File: config.mk
export PLATFORM = sky130hd
export DESIGN_NAME = vpu_ifetch_flat
export DESIGN_NICKNAME = d
export VERILOG_FILES = /design/src/rtl/vpu_ifetch_if.sv /design/src/rtl/vpu_ifetch.sv /design/src/flat_wrapper.sv
export SDC_FILE = /design/constraint.sdc
export NUM_CORES = 2
export LEC_CHECK = 0
export CORE_ASPECT_RATIO = 0.9
export CORE_MARGIN = 1.5
export CORE_UTILIZATION = 30
export CTS_CLUSTER_DIAMETER = 60
export DETAILED_ROUTE_END_ITERATION = 8
export SLEW_MARGIN = 20
export SYNTH_ARGS = -nofsm -noshare
export SYNTH_HDL_FRONTEND = slang
export SYNTH_SLANG_ARGS = --single-unit
File: constraint.sdc
create_clock -name clk -period 8.2 [get_ports clk]
set_clock_uncertainty 0.05 [all_clocks]
set_input_delay 0.82 -clock clk [delete_from_list [all_inputs] [get_ports clk]]
set_output_delay 0.82 -clock clk [all_outputs]
set_load 0.01 [all_outputs]
File: src/rtl/vpu_ifetch_if.sv
// Instruction hand-off bus between fetch and execute: head-of-queue word, its
// address, and the valid/ready handshake.
interface vpu_ifetch_if #(
  parameter int unsigned ADDR_W = 6
);
  logic [31:0]       ir_out;
  logic [ADDR_W-1:0] ir_pc;
  logic              ir_valid;
  logic              ir_ready;

  modport master (
    output ir_out,
    output ir_pc,
    output ir_valid,
    input  ir_ready
  );

  modport slave (
    input  ir_out,
    input  ir_pc,
    input  ir_valid,
    output ir_ready
  );
endinterface

File: src/rtl/vpu_ifetch.sv
// VPU instruction fetch: loadable program memory, PC with jump redirect, HALT
// detection and a 2-entry skid queue presenting instructions over valid/ready.
module vpu_ifetch #(
  parameter int unsigned ADDR_W  = 6,
  parameter logic [4:0]  HALT_OP = 5'b11111
) (
  input  logic              clk,
  input  logic              sys_rst,
  input  logic              start,
  input  logic              prog_we,
  input  logic [ADDR_W-1:0] prog_addr,
  input  logic [31:0]       prog_data,
  input  logic              jump_valid,
  input  logic [ADDR_W-1:0] jump_addr,
  vpu_ifetch_if.master      ir,
  output logic              busy,
  output logic              halted,
  output logic [31:0]       fetch_count
);
  localparam int unsigned DEPTH = 2 ** ADDR_W;

  typedef enum logic [1:0] {StIdle, StRun, StHalted} state_e;

  state_e            state_q;
  logic [31:0]       mem [DEPTH];
  logic [31:0]       rd_data_q;
  logic [ADDR_W-1:0] pc_q;
  logic [ADDR_W-1:0] rd_pc_q;
  logic              pending_q;
  logic [31:0]       qdata_q [2];
  logic [ADDR_W-1:0] qpc_q [2];
  logic [1:0]        count_q;

  logic       in_run;
  logic       pop;
  logic       ret_halt;
  logic       flush;
  logic       push;
  logic       issue;
  logic [2:0] occ;

  assign in_run   = (state_q == StRun);
  assign pop      = ir.ir_valid & ir.ir_ready;
  assign ret_halt = pending_q & (rd_data_q[31:27] == HALT_OP);
  assign flush    = in_run & jump_valid;
  assign push     = pending_q & ~ret_halt & ~flush;
  // Slots committed next cycle: queued words plus the read in flight, less this pop.
  assign occ      = {1'b0, count_q} + {2'b00, pending_q} - {2'b00, pop};
  assign issue    = in_run & ~flush & ~ret_halt & (occ < 3'd2);

  always_ff @(posedge clk) begin
    if (prog_we && !in_run) begin
      mem[prog_addr] <= prog_data;
    end
    if (issue) begin
      rd_data_q <= mem[pc_q];
    end
  end

  always_ff @(posedge clk) begin
    if (sys_rst) begin
      state_q     <= StIdle;
      pc_q        <= '0;
      rd_pc_q     <= '0;
      pending_q   <= 1'b0;
      count_q     <= 2'd0;
      qdata_q[0]  <= '0;
      qdata_q[1]  <= '0;
      qpc_q[0]    <= '0;
      qpc_q[1]    <= '0;
      fetch_count <= '0;
    end else begin
      if (pop) begin
        fetch_count <= fetch_count + 32'd1;
      end

      case (state_q)
        StIdle: begin
          if (start) begin
            state_q <= StRun;
            pc_q    <= '0;
          end
        end
        StRun: begin
          if (flush) begin
            pc_q <= jump_addr;
          end else begin
            if (ret_halt) begin
              state_q <= StHalted;
            end
            if (issue) begin
              pc_q <= pc_q + ADDR_W'(1);
            end
          end
        end
        StHalted: begin
          if (start) begin
            state_q <= StRun;
            pc_q    <= '0;
          end
        end
        default: state_q <= StIdle;
      endcase

      pending_q <= issue;
      if (issue) begin
        rd_pc_q <= pc_q;
      end

      if (flush || (start && state_q == StHalted)) begin
        count_q <= 2'd0;
      end else begin
        case ({push, pop})
          2'b11: begin
            if (count_q == 2'd1) begin
              qdata_q[0] <= rd_data_q;
              qpc_q[0]   <= rd_pc_q;
            end else begin
              qdata_q[0] <= qdata_q[1];
              qpc_q[0]   <= qpc_q[1];
              qdata_q[1] <= rd_data_q;
              qpc_q[1]   <= rd_pc_q;
            end
          end
          2'b01: begin
            qdata_q[0] <= qdata_q[1];
            qpc_q[0]   <= qpc_q[1];
            count_q    <= count_q - 2'd1;
          end
          2'b10: begin
            if (count_q == 2'd0) begin
              qdata_q[0] <= rd_data_q;
              qpc_q[0]   <= rd_pc_q;
            end else begin
              qdata_q[1] <= rd_data_q;
              qpc_q[1]   <= rd_pc_q;
            end
            count_q <= count_q + 2'd1;
          end
          default: ;
        endcase
      end
    end
  end

  assign ir.ir_valid = (count_q != 2'd0);
  assign ir.ir_out   = qdata_q[0];
  assign ir.ir_pc    = qpc_q[0];
  assign busy        = in_run;
  assign halted      = (state_q == StHalted);

endmodule

File: src/flat_wrapper.sv
// flat-port wrapper written by rule: the top's interface ports become plain ports
module vpu_ifetch_flat 
#(
  parameter int unsigned ADDR_W  = 6,
  parameter logic [4:0]  HALT_OP = 5'b11111
)
  (clk, sys_rst, start, prog_we, prog_addr, prog_data, jump_valid, jump_addr, busy, halted, fetch_count, ir_ir_out, ir_ir_pc, ir_ir_valid, ir_ir_ready);
  vpu_ifetch_if #(.ADDR_W(ADDR_W)) ir_i ();
  input  logic clk;
  input  logic sys_rst;
  input  logic start;
  input  logic prog_we;
  input  logic [ADDR_W-1:0] prog_addr;
  input  logic [31:0] prog_data;
  input  logic jump_valid;
  input  logic [ADDR_W-1:0] jump_addr;
  output logic busy;
  output logic halted;
  output logic [31:0] fetch_count;
  output wire logic [$bits(ir_i.ir_out)-1:0] ir_ir_out;
  output wire logic [$bits(ir_i.ir_pc)-1:0] ir_ir_pc;
  output wire logic [$bits(ir_i.ir_valid)-1:0] ir_ir_valid;
  input wire logic [$bits(ir_i.ir_ready)-1:0] ir_ir_ready;
  assign ir_ir_out = ir_i.ir_out;
  assign ir_ir_pc = ir_i.ir_pc;
  assign ir_ir_valid = ir_i.ir_valid;
  assign ir_i.ir_ready = ir_ir_ready;
  vpu_ifetch #(.ADDR_W(ADDR_W), .HALT_OP(HALT_OP)) u_core (.clk(clk), .sys_rst(sys_rst), .start(start), .prog_we(prog_we), .prog_addr(prog_addr), .prog_data(prog_data), .jump_valid(jump_valid), .jump_addr(jump_addr), .ir(ir_i), .busy(busy), .halted(halted), .fetch_count(fetch_count));
endmodule
==> impl_metrics.tcl <==
set metrics [dict create \
    syn_inst 4083 \
    required_ns 8.68 \
    synth_fp_nets 4140 \
    cp.arrival_ns 4.82 \
    grt_util_met1 0.204 \
    gr-usage-met3 0.0370 \
    report.final.hold_viol_count 0 \
    totalNegativeSetupSlack_ns 0 \
    htree_num_levels 4 \
    drt_drc_violations_left 0 \
    grt_max_degree 109 \
    vdd_drop_max_mv 0.185 \
    end_kind "flop" \
    tightest_slew_ns 1.10 \
    synth.cell_area_um2 85200 \
    dr.pass1.iters 5 \
    r2r_cells 5 \
    r2r-end "u_core.rd_data_q[15]" \
    antenna_violations_before_repair 26 \
    synth_largest_area_cell "sky130_fd_sc_hd__edfxtp_1" \
    cts-root-buf "sky130_fd_sc_hd__clkbuf_16" \
    timing.final.setup_violations 0 \
    grt_first_pass_wirelength_um 306000 \
    hp-class "flop to flop" \
    fillers 26000 \
    grt_usage 0.148 \
    place_inst 7817 \
    vias 41700 \
    path_clk_slew_ns 0.06 \
    crit_path_max_fanout 45 \
    holdCritStartpoint "u_core.rd_pc_q[3]" \
    detail_route.vias_per_cell 5.07 \
    synth.avg_cell_area_um2 20.9 \
    area_after_detailed_placement_um2 91000 \
    post_cts_hold_buffer_count 0 \
    criticalPathCategory "flop to flop" \
    die-area_um2 287000 \
    cts_tree "done" \
    synthToLayoutAreaGrowth_pct 14.7 \
    core.rowCount 185 \
    final_common_cell "sky130_fd_sc_hd__edfxtp_1" \
    layout_common_cells "2156 x sky130_fd_sc_hd__edfxtp_1, 403 x sky130_fd_sc_hd__mux4_2, 287 x sky130_fd_sc_hd__mux2i_1" \
    cap_violations 0 \
    max_freq_ghz 0.231 \
    postSynth.asyncResetShare 0 \
    die-width_um 565 \
    number_of_buffers_inserted_to_repair_setup_after_cts 0 \
    tritoncts.num_buffers 215 \
    cts.sink_count 2205 \
    ys_ff_latch 2205 \
    busiest_layer "met2" \
    post-dp-hpwl_um 123000 \
    reg_to_reg_slack_setup_ns 3.86 \
    first_global_vias 41700 \
    drtIter0Drc 4992 \
    nNetsFinal 4355 \
    finish.cell_count_without_fillers 8220 \
    drive_above_1_share 0.213 \
    cts_resized 0 \
    hold-path-cell-count 2 \
    global_route.overflow_total 0 \
    core_um2 282000 \
    max-slew-margin-rel 0.266 \
    grt_setup_unrepaired "false" \
    yosys_warnings 0 \
    detail_route.wirelength_um 215000 \
    synth.top_cells.by_area "sky130_fd_sc_hd__edfxtp_1 76%, sky130_fd_sc_hd__mux4_2 11%, sky130_fd_sc_hd__mux2i_1 3.4%" \
    stdcell_area_um2 97700 \
    proportion_of_netlist_area_held_by_the_largest_area_contributor 0.760 \
    final_antenna_net_count 0 \
    outcome "complete, no violations" \
    synth_edf_count 2156 \
    initial_utilization 0.302 \
    period_share 0.529 \
    critPathLaunchType "flop" \
    synth_cell_type_count 66 \
    synth_ff_type "sky130_fd_sc_hd__edfxtp_1" \
    total_leakage_power_nw 29.2 \
    worst_hold_path.endpoint "u_core.rd_pc_q[3]" \
    port_buffers 122 \
    synth_seq_area_share 0.772 \
    wl_per_cell_um 26.2 \
    clock_tree.buffer_depth 3 \
    report.final.slew_viol_count 0 \
    reg2reg_from "u_core.pc_q[2]" \
    gp_congestion 0.808 \
    io-pin-count 123 \
    chipHeight_um 509 \
    clock_insertion_delay_worst_skew_ns 0.84 \
    grtUsageMet2 0.234 \
    finalWorstPathRequiredPeriod_ns 4.34 \
    cellPowerDensity_nw_per_um2 243 \
]
-- cell usage after synthesis (9+ instances only) --
cell type	n
sky130_fd_sc_hd__a211o_1	18
sky130_fd_sc_hd__a211oi_1	64
sky130_fd_sc_hd__a21oi_1	53
sky130_fd_sc_hd__a221oi_1	9
sky130_fd_sc_hd__a22o_1	60
sky130_fd_sc_hd__a22oi_1	32
sky130_fd_sc_hd__and2_1	40
sky130_fd_sc_hd__buf_1	11
sky130_fd_sc_hd__buf_2	66
sky130_fd_sc_hd__buf_4	81
sky130_fd_sc_hd__buf_6	30
sky130_fd_sc_hd__clkbuf_1	78
sky130_fd_sc_hd__dfxtp_1	49
sky130_fd_sc_hd__edfxtp_1	2156
sky130_fd_sc_hd__inv_1	14
sky130_fd_sc_hd__mux2_2	12
sky130_fd_sc_hd__mux2i_1	287
sky130_fd_sc_hd__mux4_2	403
sky130_fd_sc_hd__nand2_1	64
sky130_fd_sc_hd__nand2b_1	12
sky130_fd_sc_hd__nand3_1	24
sky130_fd_sc_hd__nand3b_1	9
sky130_fd_sc_hd__nand4_1	11
sky130_fd_sc_hd__nor2_1	163
sky130_fd_sc_hd__nor2b_1	26
sky130_fd_sc_hd__nor3_1	18
sky130_fd_sc_hd__nor4_1	15
sky130_fd_sc_hd__o21ai_0	29
sky130_fd_sc_hd__o221ai_1	48
sky130_fd_sc_hd__o22ai_1	60
sky130_fd_sc_hd__xnor2_1	23
sky130_fd_sc_hd__xor2_1	9
-- sequential cells by signal (all words and copies together) (netlist names) --
signal and flops:
u_core.count_q 2, u_core.fetch_count 32, u_core.mem 2048, u_core.pc_q 6
u_core.pending_q 1, u_core.qdata_q 64, u_core.qpc_q 12, u_core.rd_data_q 32
u_core.rd_pc_q 6, u_core.state_q 2
-- cells by family (layout without fill, tap and decap cells) --
logic type | Yosys count | in the layout | share of synthesized area
buf+inv | 284 | 671 | 0.0202
fa+ha+maj | 7 | 7 | 0.00112
simple gates | 414 | 414 | 0.0240
xor+xnor | 32 | 32 | 0.00329
other cells | 0 | 10 | 0
flops | 2205 | 2205 | 0.772
compound gates | 439 | 439 | 0.0380
mux | 702 | 702 | 0.142
-- power breakdown --
group | total [mW] | switching, mW | internal (mW)
registers | 12.6 | 0.105 | 12.5
clock network | 9.29 | 4.15 | 5.14
logic | 1.80 | 1.03 | 0.766
total | 23.7 | 5.29 | 18.4
-- worst max-delay path by stage --
stage                         startpoint  slack [ns]                   end
after CTS                 u_core.pc_q[2]        3.97  u_core.rd_data_q[15]
final                     u_core.pc_q[2]        3.86  u_core.rd_data_q[15]
after detailed placement         prog_we        3.54    u_core.mem[54][26]
after floorplan              ir_ir_ready        4.51   u_core.rd_data_q[0]
after global routing      u_core.pc_q[2]        3.87  u_core.rd_data_q[15]
after global placement       ir_ir_ready        3.63  u_core.rd_data_q[22]
-- critical path: stages, from the launching register on --
cell	delay, ns
sky130_fd_sc_hd__dfxtp_4	0.89
sky130_fd_sc_hd__buf_4	0.68
sky130_fd_sc_hd__and2_2	0.97
sky130_fd_sc_hd__buf_4	0.50
sky130_fd_sc_hd__a2111oi_0	0.23
sky130_fd_sc_hd__nor4_1	0.64
-- metal layers --
metal / vias to the layer above / wire length (um)
met2: 1765 / 99900
met3: 301 / 19300
met1: 22200 / 91500
met4: 14 / 4480
li1: 17400 / -
met5: - / 84
-- cell type report --
type | instances | area [um^2] | share of cell area
Tap cell | 3740 | 4680 | 0.0479
Inverter | 15 | 56.3 | 0.000576
Clock buffer | 260 | 5610 | 0.0574
Sequential cell | 2205 | 65700 | 0.673
Antenna cell | 10 | 25.0 | 0.000256
Multi-Input combinational cell | 1594 | 18200 | 0.187
Timing Repair Buffer | 267 | 2400 | 0.0246
Clock inverter | 129 | 961 | 0.00983
-- metrics by stage --
step / hold slack, ns / setup WS, ns / power (mW) / utilization
after floorplan: 0.394 / 4.51 / 14.0 / -
after global placement: 0.418 / 3.63 / 14.6 / 0.322
after detailed placement: 0.426 / 3.54 / 14.7 / 0.322
after CTS: 0.435 / 3.97 / 23.9 / 0.346
after global routing: 0.450 / 3.87 / 24.4 / 0.346
final: 0.434 / 3.86 / 23.7 / 0.346
(Power assumes the default switching activity.)
